**src/rtl/ram64_arbiter_pkg.sv**
```systemverilog
// Shared constants and types for the RAM64 two-port arbiter/sequencer.
package ram64_ctrl_pkg;
  localparam int ADDR_W = 6;
  localparam int DATA_W = 16;
  localparam int DEPTH  = 64;

  typedef enum logic [1:0] {INIT, IDLE, ACCESS, RESP} state_t;
  typedef enum logic {REQ_A, REQ_B} req_id_t;

  typedef struct packed {
    req_id_t             id;
    logic                we;
    logic [ADDR_W-1:0]   addr;
    logic [DATA_W-1:0]   wdata;
  } cmd_t;
endpackage

```
**src/rtl/ram64_arbiter_if.sv**
```systemverilog
// Client-side req/ack bus for both requesters of the RAM64 arbiter.
interface ram64_arbiter_if;
  import ram64_ctrl_pkg::*;

  logic              a_req;
  logic              a_we;
  logic [ADDR_W-1:0] a_addr;
  logic [DATA_W-1:0] a_wdata;
  logic              a_ack;
  logic [DATA_W-1:0] a_rdata;
  logic              b_req;
  logic              b_we;
  logic [ADDR_W-1:0] b_addr;
  logic [DATA_W-1:0] b_wdata;
  logic              b_ack;
  logic [DATA_W-1:0] b_rdata;

  modport slave (
    input  a_req, a_we, a_addr, a_wdata, b_req, b_we, b_addr, b_wdata,
    output a_ack, a_rdata, b_ack, b_rdata
  );

  modport master (
    output a_req, a_we, a_addr, a_wdata, b_req, b_we, b_addr, b_wdata,
    input  a_ack, a_rdata, b_ack, b_rdata
  );
endinterface

```
**src/rtl/ram64_arbiter_rr_arb2.sv**
```systemverilog
// Combinational two-way round-robin pick: on contention the side that was
// not granted last time wins.
module rr_arb2
  import ram64_ctrl_pkg::*;
(
  input  logic    a_req,
  input  logic    b_req,
  input  req_id_t last_grant,
  output logic    grant_valid,
  output req_id_t grant_id
);
  always_comb begin
    grant_valid = a_req | b_req;
    grant_id    = REQ_A;
    if (a_req && b_req) begin
      grant_id = (last_grant == REQ_A) ? REQ_B : REQ_A;
    end else if (b_req) begin
      grant_id = REQ_B;
    end
  end
endmodule

```
**src/rtl/ram64_arbiter.sv**
```systemverilog
// Shares one RAM64 between two req/ack clients with round-robin priority and
// zero-fills the memory after reset.
module ram64_arbiter
  import ram64_ctrl_pkg::*;
#(
  parameter int              INIT_ON_RESET = 1,
  parameter logic [DATA_W-1:0] INIT_VALUE  = 16'h0000
) (
  input  logic              clk,
  input  logic              rst_n,
  ram64_arbiter_if.slave    cli,
  output logic              busy,
  output logic [DATA_W-1:0] ram_in,
  output logic              ram_load,
  output logic [ADDR_W-1:0] ram_address,
  input  logic [DATA_W-1:0] ram_out
);
  state_t            state_reg, state_next;
  logic [ADDR_W-1:0] cnt_reg, cnt_next;
  req_id_t           last_grant_reg, last_grant_next;
  cmd_t              cmd_reg, cmd_next;
  logic [DATA_W-1:0] a_rdata_reg, a_rdata_next;
  logic [DATA_W-1:0] b_rdata_reg, b_rdata_next;
  logic              grant_valid;
  req_id_t           grant_id;

  rr_arb2 u_arb (
    .a_req       (cli.a_req),
    .b_req       (cli.b_req),
    .last_grant  (last_grant_reg),
    .grant_valid (grant_valid),
    .grant_id    (grant_id)
  );

  always_ff @(posedge clk) begin
    if (!rst_n) begin
      state_reg      <= (INIT_ON_RESET != 0) ? INIT : IDLE;
      cnt_reg        <= '0;
      last_grant_reg <= REQ_B;
      cmd_reg        <= '0;
      a_rdata_reg    <= '0;
      b_rdata_reg    <= '0;
    end else begin
      state_reg      <= state_next;
      cnt_reg        <= cnt_next;
      last_grant_reg <= last_grant_next;
      cmd_reg        <= cmd_next;
      a_rdata_reg    <= a_rdata_next;
      b_rdata_reg    <= b_rdata_next;
    end
  end

  always_comb begin
    state_next      = state_reg;
    cnt_next        = cnt_reg;
    last_grant_next = last_grant_reg;
    cmd_next        = cmd_reg;
    a_rdata_next    = a_rdata_reg;
    b_rdata_next    = b_rdata_reg;
    case (state_reg)
      INIT: begin
        cnt_next = cnt_reg + 1'b1;
        if (cnt_reg == ADDR_W'(DEPTH - 1)) state_next = IDLE;
      end
      IDLE: begin
        if (grant_valid) begin
          cmd_next.id     = grant_id;
          cmd_next.we     = (grant_id == REQ_A) ? cli.a_we    : cli.b_we;
          cmd_next.addr   = (grant_id == REQ_A) ? cli.a_addr  : cli.b_addr;
          cmd_next.wdata  = (grant_id == REQ_A) ? cli.a_wdata : cli.b_wdata;
          last_grant_next = grant_id;
          state_next      = ACCESS;
        end
      end
      ACCESS: begin
        // Sampled on the same edge the write lands, so a write returns the old word.
        if (cmd_reg.id == REQ_A) a_rdata_next = ram_out;
        else                     b_rdata_next = ram_out;
        state_next = RESP;
      end
      RESP:    state_next = IDLE;
      default: state_next = IDLE;
    endcase
  end

  // RAM drive is decoded from registers only; load is qualified by rst_n so a
  // write whose edge coincides with reset never reaches the array.
  always_comb begin
    ram_address = '0;
    ram_in      = '0;
    ram_load    = 1'b0;
    case (state_reg)
      INIT: begin
        ram_address = cnt_reg;
        ram_in      = rst_n ? INIT_VALUE : '0;
        ram_load    = rst_n;
      end
      ACCESS: begin
        ram_address = cmd_reg.addr;
        ram_in      = cmd_reg.wdata;
        ram_load    = cmd_reg.we & rst_n;
      end
      default: ;
    endcase
  end

  assign busy        = (state_reg == INIT);
  assign cli.a_ack   = (state_reg == RESP) && (cmd_reg.id == REQ_A);
  assign cli.b_ack   = (state_reg == RESP) && (cmd_reg.id == REQ_B);
  assign cli.a_rdata = a_rdata_reg;
  assign cli.b_rdata = b_rdata_reg;
endmodule

```
**src/flat_wrapper.sv**
```systemverilog
// flat-port wrapper written by rule: the top's interface ports become plain ports
module ram64_arbiter_flat import ram64_ctrl_pkg::*;
#(
  parameter int              INIT_ON_RESET = 1,
  parameter logic [DATA_W-1:0] INIT_VALUE  = 16'h0000
)
  (clk, rst_n, busy, ram_in, ram_load, ram_address, ram_out, cli_a_req, cli_a_we, cli_a_addr, cli_a_wdata, cli_b_req, cli_b_we, cli_b_addr, cli_b_wdata, cli_a_ack, cli_a_rdata, cli_b_ack, cli_b_rdata);
  ram64_arbiter_if cli_i ();
  input  logic clk;
  input  logic rst_n;
  output logic busy;
  output logic [DATA_W-1:0] ram_in;
  output logic ram_load;
  output logic [ADDR_W-1:0] ram_address;
  input  logic [DATA_W-1:0] ram_out;
  input wire logic [$bits(cli_i.a_req)-1:0] cli_a_req;
  input wire logic [$bits(cli_i.a_we)-1:0] cli_a_we;
  input wire logic [$bits(cli_i.a_addr)-1:0] cli_a_addr;
  input wire logic [$bits(cli_i.a_wdata)-1:0] cli_a_wdata;
  input wire logic [$bits(cli_i.b_req)-1:0] cli_b_req;
  input wire logic [$bits(cli_i.b_we)-1:0] cli_b_we;
  input wire logic [$bits(cli_i.b_addr)-1:0] cli_b_addr;
  input wire logic [$bits(cli_i.b_wdata)-1:0] cli_b_wdata;
  output wire logic [$bits(cli_i.a_ack)-1:0] cli_a_ack;
  output wire logic [$bits(cli_i.a_rdata)-1:0] cli_a_rdata;
  output wire logic [$bits(cli_i.b_ack)-1:0] cli_b_ack;
  output wire logic [$bits(cli_i.b_rdata)-1:0] cli_b_rdata;
  assign cli_i.a_req = cli_a_req;
  assign cli_i.a_we = cli_a_we;
  assign cli_i.a_addr = cli_a_addr;
  assign cli_i.a_wdata = cli_a_wdata;
  assign cli_i.b_req = cli_b_req;
  assign cli_i.b_we = cli_b_we;
  assign cli_i.b_addr = cli_b_addr;
  assign cli_i.b_wdata = cli_b_wdata;
  assign cli_a_ack = cli_i.a_ack;
  assign cli_a_rdata = cli_i.a_rdata;
  assign cli_b_ack = cli_i.b_ack;
  assign cli_b_rdata = cli_i.b_rdata;
  ram64_arbiter #(.INIT_ON_RESET(INIT_ON_RESET), .INIT_VALUE(INIT_VALUE)) u_core (.clk(clk), .rst_n(rst_n), .cli(cli_i), .busy(busy), .ram_in(ram_in), .ram_load(ram_load), .ram_address(ram_address), .ram_out(ram_out));
endmodule
```
**config.mk**
```make
export PLATFORM = sky130hd
export DESIGN_NAME = ram64_arbiter_flat
export DESIGN_NICKNAME = d
export VERILOG_FILES = /design/src/rtl/ram64_arbiter_pkg.sv /design/src/rtl/ram64_arbiter_if.sv /design/src/rtl/ram64_arbiter_rr_arb2.sv /design/src/rtl/ram64_arbiter.sv /design/src/flat_wrapper.sv
export SDC_FILE = /design/constraint.sdc
export NUM_CORES = 1
export LEC_CHECK = 0
export CORE_UTILIZATION = 38
export DETAILED_ROUTE_END_ITERATION = 7
export GPL_TIMING_DRIVEN = 0
export PLACE_DENSITY = 0.76
export SYNTH_ARGS = -nofsm -noshare
export SYNTH_HDL_FRONTEND = slang
export SYNTH_SLANG_ARGS = --single-unit
export TNS_END_PERCENT = 5
```
**constraint.sdc**
```tcl
create_clock -name clk -period 1.63 [get_ports clk]
set_clock_uncertainty 0.15 [all_clocks]
set_input_delay 0.163 -clock clk [delete_from_list [all_inputs] [get_ports clk]]
set_output_delay 0.163 -clock clk [all_outputs]
set_load 0.01 [all_outputs]
```
# Yosys cells after proc, flatten, opt, wreduce, memory -nomap -nowiden
# Index checks and enable logic that the tools add are counted.
totals:
  out_inout_bits: 58
  word_cells: 39
  ff_bits: 65
op_classes:
  n_eq_ne: 6
  reduce_logical: 8
  n_bitwise: 3
  n_mux: 12
  addsub: 1
ops:
  columns: ["op", "count"]
  rows:
  - ["$mux W16", 2]
  - ["$pmux W6 S2", 1]
  - ["$pmux W2 S4", 1]
  - ["$reduce_and A2 Y1", 4]
  - ["$add A6 B1 Y6 const B", 1]
  - ["$eq A6 B6 Y1 const B", 1]
  - ["$mux W6", 1]
  - ["$eq A2 B2 Y1 const B", 2]
  - ["$mux W1", 4]
  - ["$mux W2", 2]
  - ["$ne A2 B1 Y1 const B", 2]
  - ["$logic_and A1 B1 Y1", 3]
  - ["$eq A2 B1 Y1 const B", 1]
  - ["$logic_not A2 Y1", 1]
  - ["$pmux W1 S2", 1]
  - ["$and A1 B1 Y1", 1]
  - ["$not A1 Y1", 1]
  - ["$or A1 B1 Y1", 1]

# Logic depth before layout (Yosys ltp)
# Gate-level depths: netlist of run 1.
depth:
  depth_word: 3
  depth_mapped: 8
  ltp_nobuf: 5

# Cells and area by module
# Synthesis of run 1 repeated with hierarchy kept, for this count alone.
hier_totals:
  hier_cells: 334
  area_unflattened_um2: 2839.0
modules_own_cells:
  columns: ["mod", "area_per_inst_um2", "instances", "cells_each", "seq_area_each_um2"]
  rows:
  - ["ram64_arbiter", 2825.2, 1, 332, 1301.2]
  - ["rr_arb2", 13.8, 1, 2, 0.0]

# Worst setup path after synthesis of run 1
# OpenSTA, ideal clock, no wires.
synth_timing:
  kind: "register to register"
  startpoint: "register u_core.state_reg[0]"
  endpoint: "register u_core.b_rdata_reg[10] (netlist: u_core.cli.b_rdata[10])"
  slack_ps: 34
  setup_time_ps: 132
  arrival_ps: 1313
  period_less_slack_ps: 1596
  stages_incl_launch_ff: 9
  path_cell_list: "dfxtp_1 -> inv_1 -> ha_1 -> buf_4 -> and2_1 -> clkbuf_2 -> buf_4 -> nand2_1 -> a21oi_1"
synth_between:
  elab_chain_cells: 2
synth_rtl:
  columns: ["element", "line_no", "rtl"]
  rows:
  - ["from (decl)", "ram64_arbiter.sv:18", "state_t state_reg, state_next;"]
  - ["from (signal assigned)", "ram64_arbiter.sv:37", "state_reg <= (INIT_ON_RESET != 0) ? INIT : IDLE;"]
  - ["from (signal assigned)", "ram64_arbiter.sv:44", "state_reg <= state_next;"]
  - ["$eq A2 B2 Y1", "ram64_arbiter.sv:60", "case (state_reg)"]
  - ["$reduce_and A2 Y1 (no source line)", null, null]
  - ["to (signal assigned)", "ram64_arbiter.sv:49", "b_rdata_reg <= b_rdata_next;"]
  - ["to (decl)", "ram64_arbiter.sv:23", "logic [DATA_W-1:0] b_rdata_reg, b_rdata_next;"]
# No other way between the ends.
# A chain may end at the register's enable or synchronous reset.

# Worst setup path after layout of run 1
layout_timing:
  startpoint: "register u_core.state_reg[1]"
  endpoint: "output ram_address[1]"
layout_between:
  elab_chain_cells: 2
  word_cells_on_any_way: 3
  cone_classes: "1 x eq/ne; 1 x mux; 1 x reduce/logical"
layout_rtl:
  columns: ["element", "line_no", "rtl"]
  rows:
  - ["$eq A2 B2 Y1 / $logic_not A2 Y1 (equally long branches)", "ram64_arbiter.sv:92", "case (state_reg)"]
  - ["$pmux W6 S2 *", "ram64_arbiter.sv:92", null]
  - ["to (decl)", "flat_wrapper.sv:14", "output logic [ADDR_W-1:0] ram_address;"]
# Every way passes the cells marked *; elsewhere a longest branch is shown, timed or not.

==> results of run 1 <==
metrics by stage:
step	setup WS, ns	util (%)	std cells	hold WS (ns)
global route	-0.212	64.8	579	0.244
detailed placement	-0.538	57.8	552	0.296
finish	-0.149	64.8	579	0.248
CTS	-0.182	62.7	574	0.227
floorplan	0.0342	-	330	0.149
global placement	-0.518	57.8	552	0.292
per-layer routing:
layer | vias to the layer above | part of all wire (%) | wire, um | global-route usage, %
li1 | 1399 | - | - | -
met1 | 1278 | 43 | 3500 | 23.9
met2 | 119 | 48 | 3870 | 36.4
met3 | 12 | 7.2 | 585 | 7.84
met4 | 0 | 1.7 | 136 | 8.65
met5 | - | 0 | 0 | 0
cell type report:
type	count	area, sq um
multi-input combinational	236	1480
sequential	65	1310
timing repair buffer	135	1290
clock inverter	4	75.1
fill	625	2550
inverter	3	16.3
tap	99	124
buffer	25	251
clock buffer	12	155
Yosys cell counts, drive strengths merged, types with 2 or more instances:
library cell | number | area share, %
xor2 | 3 | 0.93
inv | 3 | 0.40
ha | 6 | 2.6
nand2 | 71 | 9.4
o21ai | 25 | 4.4
nand2b | 3 | 0.66
a21oi | 59 | 10
mux2i | 26 | 9.2
and2 | 18 | 4.0
nand4 | 2 | 0.44
clkbuf | 13 | 1.9
a22o | 6 | 1.9
nor2b | 2 | 0.44
buf | 13 | 4.2
a21boi | 2 | 0.66
nor2 | 7 | 0.93
dfxtp | 65 | 46
critical path: stages, from the launching register on:
cell and delay (ns):
dfxtp_4 0.39, inv_4 0.05, ha_4 0.19, clkbuf_16 0.16
a22o_1 0.20, buf_2 0.14
logic make-up (layout without fill, tap and decap cells):
logic type / after synthesis / in the layout
AND/OR/NAND/NOR: 106 / 106
AO/OA/AOI/OAI: 94 / 94
flip-flops: 65 / 65
buffers and inverters: 29 / 179
multiplexers: 26 / 26
adder cells (fa/ha/maj): 6 / 6
XOR/XNOR: 4 / 4
worst max path at each step:
stage | startpoint | to | slack (ns) | cells past startpoint
final | u_core.state_reg[1]$_SDFFE_PN0P_ | ram_address[1] | -0.15 | 5
after detailed placement | u_core.state_reg[0]$_SDFFE_PN0P_ | ram_load | -0.54 | 7
after global routing | u_core.state_reg[1]$_SDFFE_PN0P_ | ram_load | -0.21 | 6
after floorplan | u_core.state_reg[0]$_SDFFE_PN0P_ | u_core.cli.b_rdata[10]$_SDFFE_PN0P_ | 0.03 | 8
after CTS | u_core.state_reg[0]$_SDFFE_PN0P_ | ram_address[2] | -0.18 | 6
after global placement | u_core.state_reg[0]$_SDFFE_PN0P_ | ram_load | -0.52 | 7
power breakdown:
part           switching (uW)  internal, uW
logic                     111           200
registers                8.25          1590
clock network             630           945
total                     749          2740
what timing repair did:
item | in CTS | in global routing
cloned | 2 | 1
buffers inserted | 4 | 5
pin swaps | 14 | 2
endpoints found under the setup margin | 67 | 55
resized for setup | 154 | 44
==> flow_summary.json, run 1 <==
{
  "postPlaceCellArea_sq_mm": 0.00419,
  "r2r_start": "u_core.state_reg[1]$_SDFFE_PN0P_",
  "status": "finished with violations",
  "cts_buffer_depth": 2,
  "r2r_end": "u_core.cmd_reg[19]$_SDFFE_PN0P_",
  "synth_edf_count": 0,
  "synthMuxAreaShare_pct": 9.17,
  "ctsHoldBuffers": 0,
  "ant_nets": 0,
  "worstPathArrival_ns": 1.47,
  "layout_commonest_cell": "clkdlybuf4s50_1",
  "required_ns": 1.32,
  "syn_nets": 402,
  "area_growth_pct": 65.6,
  "synth.distinct_cells": 28,
  "rrSetupSlack_ns": 0.04,
  "ioPinCount": 124,
  "largest_reg_flops": 24,
  "dpl.hpwl_mm": 5.69,
  "leakagePower_uw": 0.00178,
  "yosysSeqAreaShare_pct": 45.9,
  "antenna_found_initial": 0,
  "power_uw": 3490,
  "finalHoldViolCount": 0,
  "first_iter_violations": 55,
  "setup_viol": 23,
  "cts_made_buffers": 9,
  "synth_fa_ha_area_share_pct": 2.65,
  "cts_sinks": 65,
  "synth-xor-area-share_pct": 1.23,
  "die_h_um": 88.4,
  "finalCritPeriodShare_pct": 109,
  "power_density_mw_per_mm2": 742,
  "final_cell_mix": "97 x clkdlybuf4s50_1, 67 x nand2_1, 63 x dfxtp_1, 49 x a21oi_1, 26 x mux2i_1",
  "syn_area_sq_mm": 0.00284,
  "maxClockFrequency_mhz": 562,
  "hp-class": "input port to register",
  "violations": "negative setup slack",
  "cts_tree": "yes",
  "layout_setup_ws_ns": -0.149,
  "grt_pass1_vias": 2770,
  "critPathKind": "register to output port",
  "grt_pass1_wl_mm": 12.5,
  "clock_latency_ns": 0.34,
  "avgSynthCellArea_sq_um": 8.60,
  "dieArea_sq_mm": 0.00782,
  "drive_gt1_share_pct": 22.1,
  "grt_max_degree": 12,
  "tightest_slew_ns": 0.556,
  "num_vias": 2808,
  "maxCapViolCount": 0,
  "initial_core_util_pct": 39.1,
  "gr-total-overflow": 0,
  "slew_headroom_pct": 62.9,
  "synth-main-ff-cell": "dfxtp_1",
  "synth-compound-area-share_pct": 18.1,
  "core_sq_mm": 0.00725,
  "routed_wl_mm": 8.10,
  "antenna-diode-count": 0,
  "start_kind": "register",
  "ys_warn_count": 0,
  "hp-start": "ram_out[15]",
  "hold_depth": 3,
  "via_per_inst": 4.85,
  "root_buffer": "clkbuf_8",
  "tns_ns": -1.79,
  "rows": 31,
  "hold_end": "u_core.cli.a_rdata[15]$_SDFFE_PN0P_",
  "worstRegToRegCells": 8,
  "drt-pass1-iter-count": 4,
  "crit_path_max_fanout": 7,
  "rsz0062_at_grt": "true",
  "drcViolationCount": 0,
  "min_period_ns": 1.78,
  "cts_max_level": 3,
  "wl_per_cell_um": 14.0,
  "port_buffers": 123,
  "finish.instance_area_sq_mm": 0.00470,
  "fin_nets": 547,
  "yosys.area_share.simple_pct": 16.4,
  "synth_cells": 330,
  "slew_viol_final": 0,
  "synth-async-reset-ratio_pct": 0,
  "grtUsageTotal_pct": 21.2,
  "critPathCaptureType": "output port",
  "die_w_um": 88.4,
  "place_congestion": 0.805,
  "clk_pin_slew_ns": 0.07,
  "synth_top_family_by_area": "compound AO/OA/AOI/OAI gates",
  "ir_drop_v": 0.000365,
  "synth-seq-cells": 65
}
(Power assumes the default switching activity.)
==> run 2, diff against run 1 <==
--- a/config.mk
+++ b/config.mk
@@ -8,2 +8,3 @@
 export CORE_UTILIZATION = 38
+export CTS_CLUSTER_SIZE = 20
 export DETAILED_ROUTE_END_ITERATION = 7
@@ -11,2 +12,3 @@
 export PLACE_DENSITY = 0.76
+export REMOVE_ABC_BUFFERS = 1
 export SYNTH_ARGS = -nofsm -noshare
--- a/constraint.sdc
+++ b/constraint.sdc
@@ -4,2 +4,2 @@
 set_output_delay 0.163 -clock clk [all_outputs]
-set_load 0.01 [all_outputs]
+set_load 0.005 [all_outputs]
==> flow_summary.json, run 2 (synthesis results as in run 1) <==
{
  "status": "finished with violations",
  "violations": "negative setup slack",
  "root_buffer": "clkbuf_8",
  "tightest_slew_ns": 0.581,
  "antenna_found_initial": 0,
  "slew_viol_final": 0,
  "cts_max_level": 3,
  "grt_pass1_vias": 2653,
  "core_sq_mm": 0.00725,
  "cts_sinks": 65,
  "cts_tree": "yes",
  "utilization_pct": 61.1,
  "gr-total-overflow": 0,
  "grt_max_degree": 48,
  "multi_input_area_sq_mm": 0.00151,
  "r2r_start": "u_core.state_reg[0]$_SDFFE_PN0P_",
  "clock_latency_ns": 0.33,
  "routed_wl_mm": 8.11,
  "via_per_inst": 5.01,
  "cts_buffer_depth": 2,
  "layout_setup_ws_ns": -0.186,
  "setup_viol": 49,
  "wl_per_cell_um": 14.6,
  "dieArea_sq_mm": 0.00782,
  "ant_nets": 0,
  "die_w_um": 88.4,
  "finalCritPeriodShare_pct": 111,
  "start_kind": "register",
  "slew_headroom_pct": 61.2,
  "hp-class": "input port to register",
  "worstPathArrival_ns": 1.50,
  "maxClockFrequency_mhz": 551,
  "grt_pass1_wl_mm": 12.2,
  "fin_nets": 526,
  "port_buffers": 123,
  "power_density_mw_per_mm2": 689,
  "grtUsageTotal_pct": 20.8,
  "rows": 31,
  "initial_core_util_pct": 39.1,
  "rsz0062_at_grt": "true",
  "crit_start": "u_core.state_reg[0]$_SDFFE_PN0P_",
  "final_cell_mix": "95 x clkdlybuf4s50_1, 70 x nand2_1, 62 x dfxtp_1, 46 x a21oi_1, 26 x mux2i_1",
  "leakagePower_uw": 0.00167,
  "power_uw": 3050,
  "fillCellCount": 643,
  "drive_gt1_share_pct": 19.7,
  "num_vias": 2790,
  "drt-pass1-iter-count": 4,
  "first_iter_violations": 75,
  "dpl.hpwl_mm": 4.80,
  "maxCapViolCount": 0,
  "area_growth_pct": 56.1,
  "layout_commonest_cell": "clkdlybuf4s50_1",
  "finalHoldViolCount": 0,
  "die_h_um": 88.4,
  "critPathCaptureType": "output port",
  "largest_reg_flops": 24,
  "place_congestion": 0.769,
  "tns_ns": -2.45,
  "hp-start": "rst_n",
  "required_ns": 1.32,
  "ir_drop_v": 0.000412,
  "antenna-diode-count": 0,
  "drcViolationCount": 0,
  "ioPinCount": 124,
  "register_area_sq_mm": 0.00131,
  "critPathKind": "register to output port",
  "crit_path_max_fanout": 5,
  "clk_pin_slew_ns": 0.07,
  "cts_made_buffers": 9,
  "min_period_ns": 1.82,
  "hold_ws_ns": 0.149
}
==> run 2: cell types whose count changed in the layout (fill, tap and decap cells not counted), sizes merged, moves of 2 or more <==
cell,change
buf,-24
bufinv,-2
clkinv,+4
clkdlybuf4s50,-2
==> run 2: area by class of cell <==
type,instances,area share (%)
clock inverters,4,0.452
repair inverters,2,0.282
well taps,99,2.80
flip-flops and latches,65,29.6
inverters,3,0.452
repair buffers,136,29.2
clock buffers,11,3.19
multi-input cells,237,34.0
==> run 2: worst max-delay path: stages, from the launching register on <==
cell	delay, ns
dfxtp_4	0.38
inv_4	0.05
ha_4	0.16
buf_6	0.13
buf_6	0.11
a22o_1	0.21
buf_2	0.12
==> run 2: path summary, 6_finish.rpt <==
path / slack, ns / cells after the start / to
setup / recovery: -0.19 / 6 / ram_address[1]
hold / removal: 0.15 / 2 / u_core.last_grant_reg$_SDFFE_PN1P_
setup reg to reg: -0.11 / 7 / u_core.state_reg[1]$_SDFFE_PN0P_
hold reg to reg: 0.30 / 2 / u_core.cli.a_rdata[15]$_SDFFE_PN0P_
==> run 2: through the flow <==
step	cells	worst slack, ns	area, sq um
2_1_floorplan	304	-0.338	2660
3_3_place_gp	526	-1.51	4020
3_5_place_dp	526	-1.56	4030
4_1_cts	554	-0.226	4320
5_1_grt	557	-0.242	4430
6_report	557	-0.186	4430
==> run 2: power by group <==
group          switching, uW  total, uW  internal [uW]
combinational            110        296            186
sequential              9.09       1600           1590
clock                    581       1160            574
==> run 2: repair_timing <==
action,4_1_cts,5_1_grt
hold buffers,0,0
endpoints found under the setup margin,90,83
cloned,3,1
pin swaps,10,11
setup buffers,10,2
resized for setup,117,40
==> run 2: routing by layer <==
layer | vias to the layer above | share of wire (%) | GRT usage, %
li1 | 1362 | - | -
met1 | 1281 | 41 | 23.1
met2 | 135 | 48 | 36.5
met3 | 12 | 9.8 | 7.74
met4 | 0 | 1.2 | 7.04
met5 | - | 0 | 0
